[src/rtl/uart_tx_arbiter_if.sv]
// uart_tx_arbiter_if: two requester byte channels (valid/data/last/ready) feeding the UART arbiter
interface uart_tx_arbiter_if;
    logic       req0_valid;
    logic [7:0] req0_data;
    logic       req0_last;
    logic       req0_ready;
    logic       req1_valid;
    logic [7:0] req1_data;
    logic       req1_last;
    logic       req1_ready;

    modport master (
        output req0_valid, req0_data, req0_last,
        output req1_valid, req1_data, req1_last,
        input  req0_ready, req1_ready
    );

    modport slave (
        input  req0_valid, req0_data, req0_last,
        input  req1_valid, req1_data, req1_last,
        output req0_ready, req1_ready
    );
endinterface

[src/rtl/uart_tx_arbiter.sv]
// uart_tx_arbiter: round-robin arbiter with message lock feeding an 8N1 UART transmitter
module uart_tx_arbiter #(
    parameter int BAUD_PER = 10416
) (
    input  logic               clk,
    input  logic               nrst,
    input  logic               en,
    uart_tx_arbiter_if.slave   bus,
    output logic               tx,
    output logic [1:0]         grant,
    output logic               busy
);
    localparam int CW = $clog2(BAUD_PER + 2);

    typedef enum logic [1:0] {IDLE, START, DATA, STOP} state_t;

    state_t        state, state_n;
    logic [CW-1:0] baud_cnt;
    logic [2:0]    bit_cnt;
    logic [7:0]    shreg;
    logic          locked;
    logic          last_srv;
    logic          tick;
    logic          pick1;
    logic          accept;

    // Requester selection, handshake and next-state decode
    always_comb begin
        pick1          = locked ? last_srv : (bus.req1_valid & (~bus.req0_valid | ~last_srv));
        accept         = nrst & en & (state == IDLE) & (pick1 ? bus.req1_valid : bus.req0_valid);
        bus.req0_ready = accept & ~pick1;
        bus.req1_ready = accept & pick1;
        tick           = baud_cnt == CW'(BAUD_PER);
        state_n        = (state == IDLE)  ? (accept ? START : IDLE) :
                         !tick            ? state :
                         (state == START) ? DATA :
                         (state == DATA)  ? ((bit_cnt == 3'd7) ? STOP : DATA) : IDLE;
    end

    // State, baud timing, shift register and arbitration memory
    always_ff @(posedge clk) begin
        if (!nrst) begin
            state    <= IDLE;
            baud_cnt <= '0;
            bit_cnt  <= '0;
            shreg    <= '0;
            locked   <= 1'b0;
            last_srv <= 1'b1;
        end else begin
            state    <= state_n;
            baud_cnt <= (state == IDLE || tick) ? '0 : baud_cnt + CW'(1);
            if (accept) begin
                shreg    <= pick1 ? bus.req1_data : bus.req0_data;
                last_srv <= pick1;
                locked   <= ~(pick1 ? bus.req1_last : bus.req0_last);
                bit_cnt  <= '0;
            end else if (state == DATA && tick) begin
                shreg    <= shreg >> 1;
                bit_cnt  <= bit_cnt + 3'd1;
            end
        end
    end

    assign tx    = (state == START) ? 1'b0 : (state == DATA) ? shreg[0] : 1'b1;
    assign busy  = state != IDLE;
    assign grant = (locked | busy) ? (last_srv ? 2'b10 : 2'b01) : 2'b00;
endmodule

[src/flat_wrapper.sv]
// flat-port wrapper written by rule: the top's interface ports become plain ports
module uart_tx_arbiter_flat 
#(
    parameter int BAUD_PER = 10416
)
  (clk, nrst, en, tx, grant, busy, bus_req0_valid, bus_req0_data, bus_req0_last, bus_req1_valid, bus_req1_data, bus_req1_last, bus_req0_ready, bus_req1_ready);
  uart_tx_arbiter_if bus_i ();
  input  logic clk;
  input  logic nrst;
  input  logic en;
  output logic tx;
  output logic [1:0] grant;
  output logic busy;
  input wire logic [$bits(bus_i.req0_valid)-1:0] bus_req0_valid;
  input wire logic [$bits(bus_i.req0_data)-1:0] bus_req0_data;
  input wire logic [$bits(bus_i.req0_last)-1:0] bus_req0_last;
  input wire logic [$bits(bus_i.req1_valid)-1:0] bus_req1_valid;
  input wire logic [$bits(bus_i.req1_data)-1:0] bus_req1_data;
  input wire logic [$bits(bus_i.req1_last)-1:0] bus_req1_last;
  output wire logic [$bits(bus_i.req0_ready)-1:0] bus_req0_ready;
  output wire logic [$bits(bus_i.req1_ready)-1:0] bus_req1_ready;
  assign bus_i.req0_valid = bus_req0_valid;
  assign bus_i.req0_data = bus_req0_data;
  assign bus_i.req0_last = bus_req0_last;
  assign bus_i.req1_valid = bus_req1_valid;
  assign bus_i.req1_data = bus_req1_data;
  assign bus_i.req1_last = bus_req1_last;
  assign bus_req0_ready = bus_i.req0_ready;
  assign bus_req1_ready = bus_i.req1_ready;
  uart_tx_arbiter #(.BAUD_PER(BAUD_PER)) u_core (.clk(clk), .nrst(nrst), .en(en), .bus(bus_i), .tx(tx), .grant(grant), .busy(busy));
endmodule
[config.mk]
export PLATFORM = sky130hd
export DESIGN_NAME = uart_tx_arbiter_flat
export DESIGN_NICKNAME = d
export VERILOG_FILES = /design/src/rtl/uart_tx_arbiter_if.sv /design/src/rtl/uart_tx_arbiter.sv /design/src/flat_wrapper.sv
export SDC_FILE = /design/constraint.sdc
export NUM_CORES = 1
export LEC_CHECK = 0
export CORE_MARGIN = 4
export CORE_UTILIZATION = 50
export DETAILED_ROUTE_END_ITERATION = 16
export PLACE_DENSITY = 0.83
export SLEW_MARGIN = 20
export SYNTH_ARGS = -nofsm -noshare
export SYNTH_HDL_FRONTEND = slang
export SYNTH_SLANG_ARGS = --single-unit
[constraint.sdc]
create_clock -name clk -period 2.5 [get_ports clk]
set_clock_uncertainty 0.2 [all_clocks]
set_input_delay 0.5 -clock clk [delete_from_list [all_inputs] [get_ports clk]]
set_output_delay 0.5 -clock clk [all_outputs]
set_load 0.02 [all_outputs]
# ---- After elaboration in Yosys (flattened, before gate mapping)
# Index checks and enable logic that the tools add are counted.
dict set report word_totals {
  word_cells 49
  reg_bits 29
  inputBits 23
}
dict set report op_classes {
  n_bitwise 13
  mux 16
  reduce_logical 8
  addsub 2
  n_eq_ne 4
}
# operator n
set op_table {}
lappend op_table {{8-bit two-way mux} 3}
lappend op_table {{14-bit by 1-bit adder with 14-bit output, second input constant} 1}
lappend op_table {{14-bit equality test, second input constant} 1}
lappend op_table {{2-bit two-way mux} 6}
lappend op_table {{1-bit two-way mux} 7}
lappend op_table {{1-bit AND} 6}
lappend op_table {{2-bit nonzero test} 3}
lappend op_table {{1-bit NOT} 5}
lappend op_table {{2-bit OR reduction} 2}
lappend op_table {{3-bit by 1-bit adder with 3-bit output, second input constant} 1}
lappend op_table {{3-bit equality test, second input constant} 1}
lappend op_table {{2-bit by 1-bit equality test with 1-bit output, second input constant} 1}
lappend op_table {{2-bit equality test, second input constant} 1}
lappend op_table {{2-bit logical NOT} 1}
lappend op_table {{1-bit OR} 2}
lappend op_table {{1-bit logical AND} 1}
lappend op_table {{1-bit logical OR} 1}

# ---- Logic depth before layout (Yosys ltp)
# Gate-level depths: netlist (run 1).
dict set report logic_depth {
  depth_word 8
  depth_mapped 7
}

# ---- Worst setup path before layout (run 1)
# OpenSTA, ideal clock, no wires.
dict set report synth_timing {
  path_kind {input -> output}
  start {input port bus_req1_valid}
  end {output port bus_req0_ready}
  path_stages 4
  t_arrival_ns 1.438
  n_path_buf 1
  setup_slack_ns 0.362
  cell_sequence {a21boi_0 -> a21boi_0 -> buf_2 -> and3_1}
}
dict set report synth_between {
  elab_chain_cells 5
}
# item line
set synth_rtl {}
lappend synth_rtl {{from (decl)} flat_wrapper.sv:17} ;# input wire logic [$bits(bus_i.req1_valid)-1:0] bus_req1_valid;
lappend synth_rtl {{1-bit AND} uart_tx_arbiter.sv:29} ;# pick1 = locked ? last_srv : (bus.req1_valid & (~bus.req0_valid | ~last_srv));
lappend synth_rtl {{1-bit two-way mux} uart_tx_arbiter.sv:29}
lappend synth_rtl {{1-bit two-way mux} uart_tx_arbiter.sv:30} ;# accept = nrst & en & (state == IDLE) & (pick1 ? bus.req1_valid : bus.req0_valid);
lappend synth_rtl {{1-bit AND} uart_tx_arbiter.sv:30}
lappend synth_rtl {{1-bit AND *} uart_tx_arbiter.sv:31} ;# bus.req0_ready = accept & ~pick1;
lappend synth_rtl {{to (decl)} flat_wrapper.sv:20} ;# output wire logic [$bits(bus_i.req0_ready)-1:0] bus_req0_ready;
# Every way passes the cells marked *; elsewhere a longest branch is shown, timed or not.

# ---- Worst setup path in the final report (run 1)
dict set report layout_timing {
  start {input port nrst}
  end {output port bus_req0_ready}
}
dict set report layout_between {
  elab_chain_cells 4
}
# item line
set layout_rtl {}
lappend layout_rtl {{from (decl)} flat_wrapper.sv:9} ;# input logic nrst;
lappend layout_rtl {{1-bit AND (3 in series)} uart_tx_arbiter.sv:30}
lappend layout_rtl {{1-bit AND} uart_tx_arbiter.sv:31}
# Every way passes these cells.

==> summary.txt, run 1 <==
Status
  • Status: completed

Drt
  • DR pass1 iterations: 4
  • # DRC: 0
  • Detailed-route wire length per cell: around 13 um
  • Post-route ant nets: 0
  • Drt initial violations: about 120
  • Drt total wl: ~3.5 mm
  • Vias: roughly 1400
  • Via-per-instance ratio: between 5 and 6

Global route
  • Vias in the first global route: around 1400
  • First-pass GRT wire length: 6.15 mm
  • Pin count of the biggest net entering global routing: 15
  • GRT Total Usage: 18.4%
  • Gr ovfl total: 0
  • Initial antenna violation count: 0

Critical path
  • CP Class: in2out
  • Cell Chain, Critical Path: clkdlybuf4s50_1 > and3_4 > o21ai_2 > inv_1 > and3_1 > buf_2
  • Startpoint Class: input pin
  • Critical path's largest stage delay: between 0.4 and 0.5 ns
  • Worst EP arrival: approximately 1.7 ns
  • Critical Path Fanout Max: 3
  • Slowest cell on crit path: clkdlybuf4s50_1
  • WP data required: ~1.8 ns
  • Worst setup EP type: primary output

Synthesis
  • Syn Nets: between 200 and 250
  • YS warnings: 0
  • Avg Synthesized Cell Area: roughly 9 um2
  • Distinct cell type count after synthesis: 35
  • Seq cells post-synth: 29
  • Area leader, netlist: dfxtp_1
  • EDFF count, synth: 0
  • Leading cell type by number of instances after synthesis: dfxtp_1
  • Commonest cells in the netlist: dfxtp_1 (29), nor2_1 (21), mux2i_1 (18)
  • Mapped Cells: approximately 180
  • Prevailing post-synth register cell: dfxtp_1
  • Ys async rst share: 0%
  • Top cells by area, synth: dfxtp_1 (36%), mux2i_1 (11%), xnor2_1 (6.0%), ha_1 (5.5%), nor2_1 (4.9%)
  • Post-synth top area share: between 30% and 40%
  • Post-Syn Area: between 1500 and 2000 um2
  • Share of the yosys chip area belonging to registers: 36.3%

Placed design
  • Port bufs: 28
  • GPL Wtd Cong: 0.746
  • Area after DPL: roughly 2000 um2
  • DP HPWL: 2.67 mm
  • Setup slack at placement: -0.440 ns

Finish
  • Final #Nets: 248
  • Final core occ: around 67%
  • Area Overhead vs Synth: 27.2%
  • Fraction of final layout cells with drive strength greater than 1: around 15%
  • Ant diodes: 0
  • Final instance area: just over 2000 um2
  • Final-layout fill cell count: 263

Floorplanning
  • # rows: 20
  • Core Region: 3050 um2
  • Initial Util: 52.4%
  • # IOs: 29
  • Die H: approximately 65 um
  • Die area: between 4000 and 5000 um2
  • Chip width: approximately 65 um

Timing
  • RSZ-0062 raised after global routing: false
  • Setup WS post-layout: between 0.1 and 0.15 ns
  • Worst slew pin tran: around 0.33 ns
  • # setup viols final: 0
  • Fin. Hold Viols: 0
  • Sum of negative setup slack: 0 ns
  • F_max: 418 MHz
  • Final period util: approximately 96%
  • Slew Viols, Final: 0
  • Minimum clock period: about 2.4 ns
  • Relative slew margins: 78.1%
  • WHS: roughly 0.29 ns

Hold path
  • Type of the most critical hold path: reg2reg

Flow run
  • Maxcap violations: 0

CTS
  • Root buf cell: clkbuf_4
  • Max Root-Sink Buffers: 2
  • H-tree depth: 2
  • Clk slew on worst S/H paths: approximately 0.090 ns
  • Num CTS Buffers: 5
  • CTS tree: built
  • Clk_lat worst skew: approximately 0.32 ns
  • TritonCTS Sinks: 29

Power
  • Leakage Power: 0.781 nW
  • Pwr per Cell Area: ~470 nW/um2
  • Worst vdd ir: 0.000303 V
[registers in the layout (all words and copies together) (netlist names)]
name             cells
u_core.baud_cnt     14
u_core.bit_cnt       3
u_core.last_srv      1
u_core.locked        1
u_core.shreg         8
u_core.state         2
[placed cells by master, fill, tap and decap left out, types with 3 or more instances in the layout]
cell type / count
nor2_1: 21
buf_4: 12
dlygate4sd2_1: 3
nand3_1: 7
nor3_1: 4
mux2i_1: 18
and2_1: 8
dfxtp_1: 29
ha_1: 7
xnor2_1: 11
o22ai_1: 8
o21ai_0: 3
clkdlybuf4s50_1: 21
nand2_1: 6
nor4_1: 3
nand4_1: 3
a21oi_1: 5
inv_1: 15
clkbuf_4: 5
[final timing paths]
kind,from,to,slack [ns],depth (start not counted)
worst max register to register,u_core.state[0],u_core.shreg[3],0.22,7
worst min register to register,u_core.baud_cnt[0],u_core.baud_cnt[0],0.29,1
worst max-delay path,nrst,bus_req0_ready,0.11,6
worst min-delay path,u_core.baud_cnt[0],u_core.baud_cnt[0],0.29,1
[cell families (layout without fill, tap and decap cells)]
family	Yosys count	after routing	share of synthesized area, %
flops	29	29	36.3
xor+xnor	13	13	7.12
mux	19	19	12.0
buf+inv	22	63	6.42
fa+ha+maj	7	7	5.48
compound gates	22	22	8.61
simple gates	66	66	24.1
[metrics by stage]
stage,power [W],cells
finish,0.000965,263
global route,0.00102,263
CTS,0.000963,262
detailed placement,0.000702,253
global placement,0.000692,253
floorplan,0.000611,178
[final cells by class]
| class | instances | area [um2] | share of cell area [%] |
|---|---|---|---|
| clock buffers | 6 | 41.3 | 2.03 |
| clock inverters | 2 | 10.0 | 0.492 |
| inverters | 15 | 56.3 | 2.77 |
| multi-input cells | 127 | 928 | 45.7 |
| flip-flops and latches | 29 | 581 | 28.6 |
| well taps | 44 | 55.1 | 2.71 |
| repair buffers | 40 | 362 | 17.8 |
[layer usage]
layer  global-route usage (%)  share of wire (%)  up-vias  routed length, um
met5                        0                  0        -                  0
met4                     8.71                2.0        0                 68
met3                     3.81                4.0        7                138
met2                     32.2                 52       28               1800
met1                     21.2                 42      641               1450
li1                         -                  -      697                  -
[repair_timing]
action	CTS	global route
hold buffers	0	0
setup buffers	1	1
setup endpoints to repair	5	3
resized for setup	11	7
pin swaps	1	1
[power by group]
group          internal [W]  switching [W]
Combinational      0.000109      0.0000934
Sequential         0.000481      0.0000135
Clock              0.000107       0.000161
[critical path: cells and delay by family]
kind	cells	cell delay [ns]
buffers and inverters	3	0.74
and+or+nand+nor	2	0.37
AOI/OAI and AO/OA	1	0.07
Power figures use the tool's default switching activity.
==> inputs of run 2 (changes only) <==
--- a/config.mk
+++ b/config.mk
@@ -8,8 +8,8 @@
 export CORE_MARGIN = 4
 export CORE_UTILIZATION = 50
 export DETAILED_ROUTE_END_ITERATION = 16
+export GPL_ROUTABILITY_DRIVEN = 0
 export PLACE_DENSITY = 0.83
-export SLEW_MARGIN = 20
 export SYNTH_ARGS = -nofsm -noshare
 export SYNTH_HDL_FRONTEND = slang
 export SYNTH_SLANG_ARGS = --single-unit
==> results of run 2 <==
Final layout, timing and power as in run 1 (identical DEF).
==> inputs of run 3 (changes only) <==
--- a/config.mk
+++ b/config.mk
@@ -10,6 +10,7 @@
 export DETAILED_ROUTE_END_ITERATION = 16
 export GPL_ROUTABILITY_DRIVEN = 0
 export PLACE_DENSITY = 0.83
+export SKIP_LAST_GASP = 1
 export SYNTH_ARGS = -nofsm -noshare
 export SYNTH_HDL_FRONTEND = slang
 export SYNTH_SLANG_ARGS = --single-unit
==> run 3 against run 2 <==
Fmax decreased by 3.7%. Non-clock buffer count decreased by 1. Setup slack got worse by 0.091 ns. Utilization decreased by 0.61 points. Routed wire length decreased by 1.0%. Die area unchanged. Sequential cell count unchanged. Total power decreased by 0.91%.
==> summary.txt, run 3 (synthesis gave the netlist of run 1 again) <==
Status
  • Status: completed

Finish
  • Final Non-Filler Cells: 262 (-0.38%)
  • Final-layout fill cell count: 269 (+2.3%)
  • Leading cell type in the layout, fill and taps excluded: dfxtp_1
  • Max reg flops: 14 (unchanged)
  • Fraction of final layout cells with drive strength greater than 1: 13.3% (-1.3 points)
  • Regs by FF count: u_core.baud_cnt x14, u_core.shreg x8, u_core.bit_cnt x3
  • Most frequent cells in the layout: dfxtp_1 (29), clkdlybuf4s50_1 (22), nor2_1 (21)
  • Final core occ: 66.0% (-0.61 points)
  • Most flops, register: u_core.baud_cnt
  • Ant diodes: 0 (unchanged)
  • Area Overhead vs Synth: 26.0%
  • Final #Nets: 247 (-0.40%)

Critical path
  • WP data required: 1.80 ns (about the same)
  • Family with the most delay on the worst path: flip-flops
  • Critical Path Fanout Max: 3 (unchanged)
  • Crit path buffers/inverters: 3 (unchanged)
  • Worst R2R Setup Slack: 0.23 ns (about the same)
  • Startpoint Class: register
  • Worst EP arrival: 1.78 ns (+0.09 ns)
  • Slowest cell on crit path: dfxtp_1
  • Worst setup EP type: primary output
  • Critical R2R Launch: u_core.state[0]
  • Critical path's largest stage delay: 0.37 ns (-0.11 ns)
  • Cell Chain, Critical Path: inv_1 > ha_1 > and3_1 > o21ai_1 > inv_1 > and3_1 > clkbuf_2
  • CP Launch Point: u_core.state[1]
  • CP Class: reg2out

Placed design
  • Placed cells: 253 (unchanged)
  • Port bufs: 28 (unchanged)
  • DP HPWL: 2.67 mm (unchanged)

Floorplanning
  • Die area: 4170 um2 (unchanged)
  • Die H: 64.6 um (unchanged)
  • # rows: 20 (unchanged)
  • Initial Util: 52.4% (unchanged)
  • # IOs: 29 (unchanged)
  • Core Region: 3050 um2 (unchanged)
  • Chip width: 64.6 um (unchanged)

CTS
  • Root buf cell: clkbuf_4
  • H-tree depth: 2 (unchanged)
  • TritonCTS Sinks: 29 (unchanged)
  • Num CTS Buffers: 5 (unchanged)
  • Clk slew on worst S/H paths: 0.09 ns (about the same)
  • CTS tree: built
  • Clk_lat worst skew: 0.32 ns (about the same)
  • Hold_buf cts: 0 (unchanged)
  • Max Root-Sink Buffers: 2 (unchanged)

Global route
  • Initial antenna violation count: 0 (unchanged)
  • Vias in the first global route: 1438 (unchanged)
  • Gr ovfl total: 0 (unchanged)
  • First-pass GRT wire length: 6.15 mm (unchanged)
  • GRT Total Usage: 18.4% (unchanged)
  • Pin count of the biggest net entering global routing: 15 (unchanged)

Power
  • Pwr Total: 0.000956 W (-0.91%)
  • Leakage Power: 0.766 nW (-1.8%)
  • Pwr per Cell Area: 475 nW/um2 (about the same)
  • Worst vdd ir: 0.000301 V (-0.58%)

Drt
  • Post-route ant nets: 0 (unchanged)
  • Drt initial violations: 108 (-8.5%)
  • # DRC: 0 (unchanged)
  • Detailed-route wire length per cell: 13.1 um (-0.66%)
  • Via-per-instance ratio: 5.25 (+0.60%)
  • DR pass1 iterations: 4 (unchanged)
  • Vias: 1376 (+0.22%)
  • Drt total wl: 3.42 mm (-1.0%)

Timing
  • Slew Viols, Final: 0 (unchanged)
  • WHS: 0.288 ns (-0.000603 ns)
  • Relative slew margins: 78.3% (+0.18 points)
  • Fin. Hold Viols: 0 (unchanged)
  • Sum of negative setup slack: 0 ns (unchanged)
  • # setup viols final: 0 (unchanged)
  • F_max: 403 MHz (-3.7%)
  • Minimum clock period: 2.48 ns (+0.0915 ns)
  • Final period util: 99.3% (+3.7 points)
  • RSZ-0062 raised after global routing: true
  • Worst slew pin tran: 0.323 ns (-0.00271 ns)

Hold path
  • Type of the most critical hold path: reg2reg
  • Worst Hold Launch: u_core.shreg[7]

Flow run
  • Maxcap violations: 0 (unchanged)
==> run 3: through the flow <==
stage | worst slack [ns] | instance area (um2)
global placement | -0.327 | 1960
CTS | -0.0988 | 2010
finish | 0.0163 | 2010
floorplan | 0.362 | 1600
global route | -0.0395 | 2010
detailed placement | -0.440 | 1960
==> run 3: worst paths after layout <==
kind | end | cells past startpoint
max | bus_req0_ready | 7
min | u_core.shreg[7] | 2
max reg2reg | u_core.shreg[3] | 7
min reg2reg | u_core.shreg[7] | 2
==> run 3: cell type report <==
cell class / count / area, um2 / share of cell area, %
Multi-Input combinational cell: 127 / 920 / 45.7
Timing Repair Buffer: 39 / 352 / 17.5
Tap cell: 44 / 55.1 / 2.73
Clock inverter: 2 / 10.0 / 0.497
Inverter: 15 / 56.3 / 2.80
Clock buffer: 6 / 41.3 / 2.05
Sequential cell: 29 / 581 / 28.8
==> run 3: what timing repair did <==
action | 4_1_cts | 5_1_grt
setup buffers | 1 | 0
resized for setup | 10 | 4
setup endpoints to repair | 5 | 3
gates cloned | 0 | 0
pin swaps | 1 | 0
==> run 3: worst reg2reg max path, cell delays in order (launching register included) <==
cell and delay (ns):
dfxtp_1 0.33, inv_1 0.08, ha_1 0.20, or4b_2 0.63, nor4_4 0.15, buf_4 0.25
mux2i_1 0.22, o22ai_1 0.10
==> run 3: layer usage <==
| layer | vias to the layer above | track usage [%] | routed length, um |
|---|---|---|---|
| li1 | 692 | - | - |
| met1 | 646 | 21.2 | 1480 |
| met2 | 29 | 32.2 | 1740 |
| met3 | 9 | 3.81 | 127 |
| met4 | 0 | 8.71 | 72 |
| met5 | - | 0 | 0 |
==> run 3: power by group <==
group / internal, W / total (W) / switching [W]
registers: 0.000481 / 0.000494 / 0.0000137
logic: 0.000105 / 0.000197 / 0.0000918
clock network: 0.000107 / 0.000265 / 0.000158
==> variant: new RTL, settings of run 2 <==
The 4 states of `state_t` get a one-hot encoding in 4 bits.
--- a/src/rtl/uart_tx_arbiter.sv
+++ b/src/rtl/uart_tx_arbiter.sv
@@ -14,3 +14,3 @@
 
-    typedef enum logic [1:0] {IDLE, START, DATA, STOP} state_t;
+    typedef enum logic [3:0] {IDLE = 4'b0001, START = 4'b0010, DATA = 4'b0100, STOP = 4'b1000} state_t;
 
Function: no difference found for any inputs over 10 cycles, from zero or initial values and one cycle with nrst low; not proved beyond that.
==> variant against run 2 <==
  * Design area decreased by 1.3%
  * Worst setup slack got worse by 0.042 ns
  * Synthesized area decreased by 2.0%
  * Sequential cell count increased by 2
  * Non-clock buffer count decreased by 1
  * Routed wire length decreased by 5.5%
  * Total power increased by 18%
  * Critical path type unchanged
  * Critical endpoint is now bus_req1_ready
  * Highest routed layer unchanged
==> variant: results (changes against run 2) <==
----------------------------------------------------
[Drt]
  Length of routed wiring on met1 ... 1361 µm (-6.1%)
  Amount of wire on met3 after detailed routing ... 124 µm (-10%)
  Routed wire length ... 3268 µm (-5.5%)
  Violation count after the first detailed-route iteration ... 109 (-7.6%)
  WL/cell ... 12.62 µm (-4.1%)

[Clocking]
  Resize count post-CTS ... 19 (+8)

[Pwr]
  Worst IR drop on VDD ... 0.2938 mV (-3.0%)
  Power in combinational cells ... 0.238 mW (+17%)
  Seq group ... 0.537 mW (+8.7%)
  Reported leakage power ... 0.7330 nW (-6.1%)

[Global routing]
  Met2 global-route usage ... 30.58% (-1.6 points)
  Overall fraction of global-route tracks in use ... 17.20% (-1.2 points)
  Met1 Track Usage GR ... 19.10% (-2.1 points)
  Global-route wire length before repair ... 5685 µm (-7.5%)
  Largest net degree at the start of global routing ... 20 (+5)

[Yosys]
  Distinct cells, synth ... 36 (+2.9%)
  Share of synthesized area occupied by flip-flops and latches ... 39.62% (+3.3 points)
  Net Count, Synth ... 204 (-1.9%)
  Mean instance size in the synthesized netlist ... 8.850 µm² (-1.5%)
  Most common library cells after synthesis ... dfxtp_1, nor2_1, o21ai_0, mux2i_1, nand2_1
  Synth top area cells ... dfxtp_1, mux2i_1, mux2_2, nor2_1, o21ai_0

[STA]
  Hold slack ... 0.2762 ns (-0.01192 ns)
  Final worst setup slack ... 0.06575 ns (-0.04201 ns)

[Finish]
  Fill cell count ... 244 (-7.2%)
  Count of nets after finishing ... 242 (-2.4%)
  Largest registers ... u_core.baud_cnt (14), u_core.shreg (8), u_core.state (4)
  Fraction of final layout cells with drive strength greater than 1 ... 15.35% (+0.74 points)

[Worst setup path]
  Worst r2r dst ... u_core.shreg[5]$_SDFFE_PN0P_
  End point of the critical path ... bus_req1_ready
  Launching point of the worst reg2reg path ... u_core.baud_cnt[0]$_SDFF_PP0_
  R2r worst-path depth ... 8 (+1)
  Delay contributed by the slowest stage of the critical path ... 0.51 ns (+0.03 ns)

[Placed design]
  Cell count after placement ... 251 (-0.79%)
  Setup WS pre-CTS ... -0.4210 ns (+0.01881 ns)
  Cell area after placement ... 1928 µm² (-1.8%)

[Status]
  Status ... finished clean

----------------------------------------------------
variant: changes by cell type after synthesis, sizes merged, moves of 6 or more:
cell / run 2 / this run
a21oi: 5 / 11
and2: 8 / 2
inv: 15 / 4
mux2: 1 / 7
nand2: 6 / 12
o21ai: 4 / 15
o22ai: 8 / 1
xnor2: 11 / 4
variant: cell families (layout without fill, tap and decap cells):
family,count (synthesis),in the layout,synth area share [%]
flip-flops,31,31,39.62
multiplexers,20,20,13.34
adder cells (fa/ha/maj),4,4,3.195
XOR/XNOR,11,11,6.150
buffers and inverters,12,50,4.233
AND/OR/NAND/NOR,65,65,21.25
AO/OA/AOI/OAI,34,34,12.22
variant: layout make-up:
class / instances / area [µm²] / share of cell area (%)
multi-input cells: 134 / 893.4 / 44.51
flip-flops and latches: 31 / 621.8 / 30.99
repair buffers: 39 / 350.3 / 17.46
well taps: 44 / 55.05 / 2.743
clock buffers: 6 / 41.29 / 2.057
clock inverters: 1 / 30.03 / 1.496
inverters: 4 / 15.01 / 0.7481
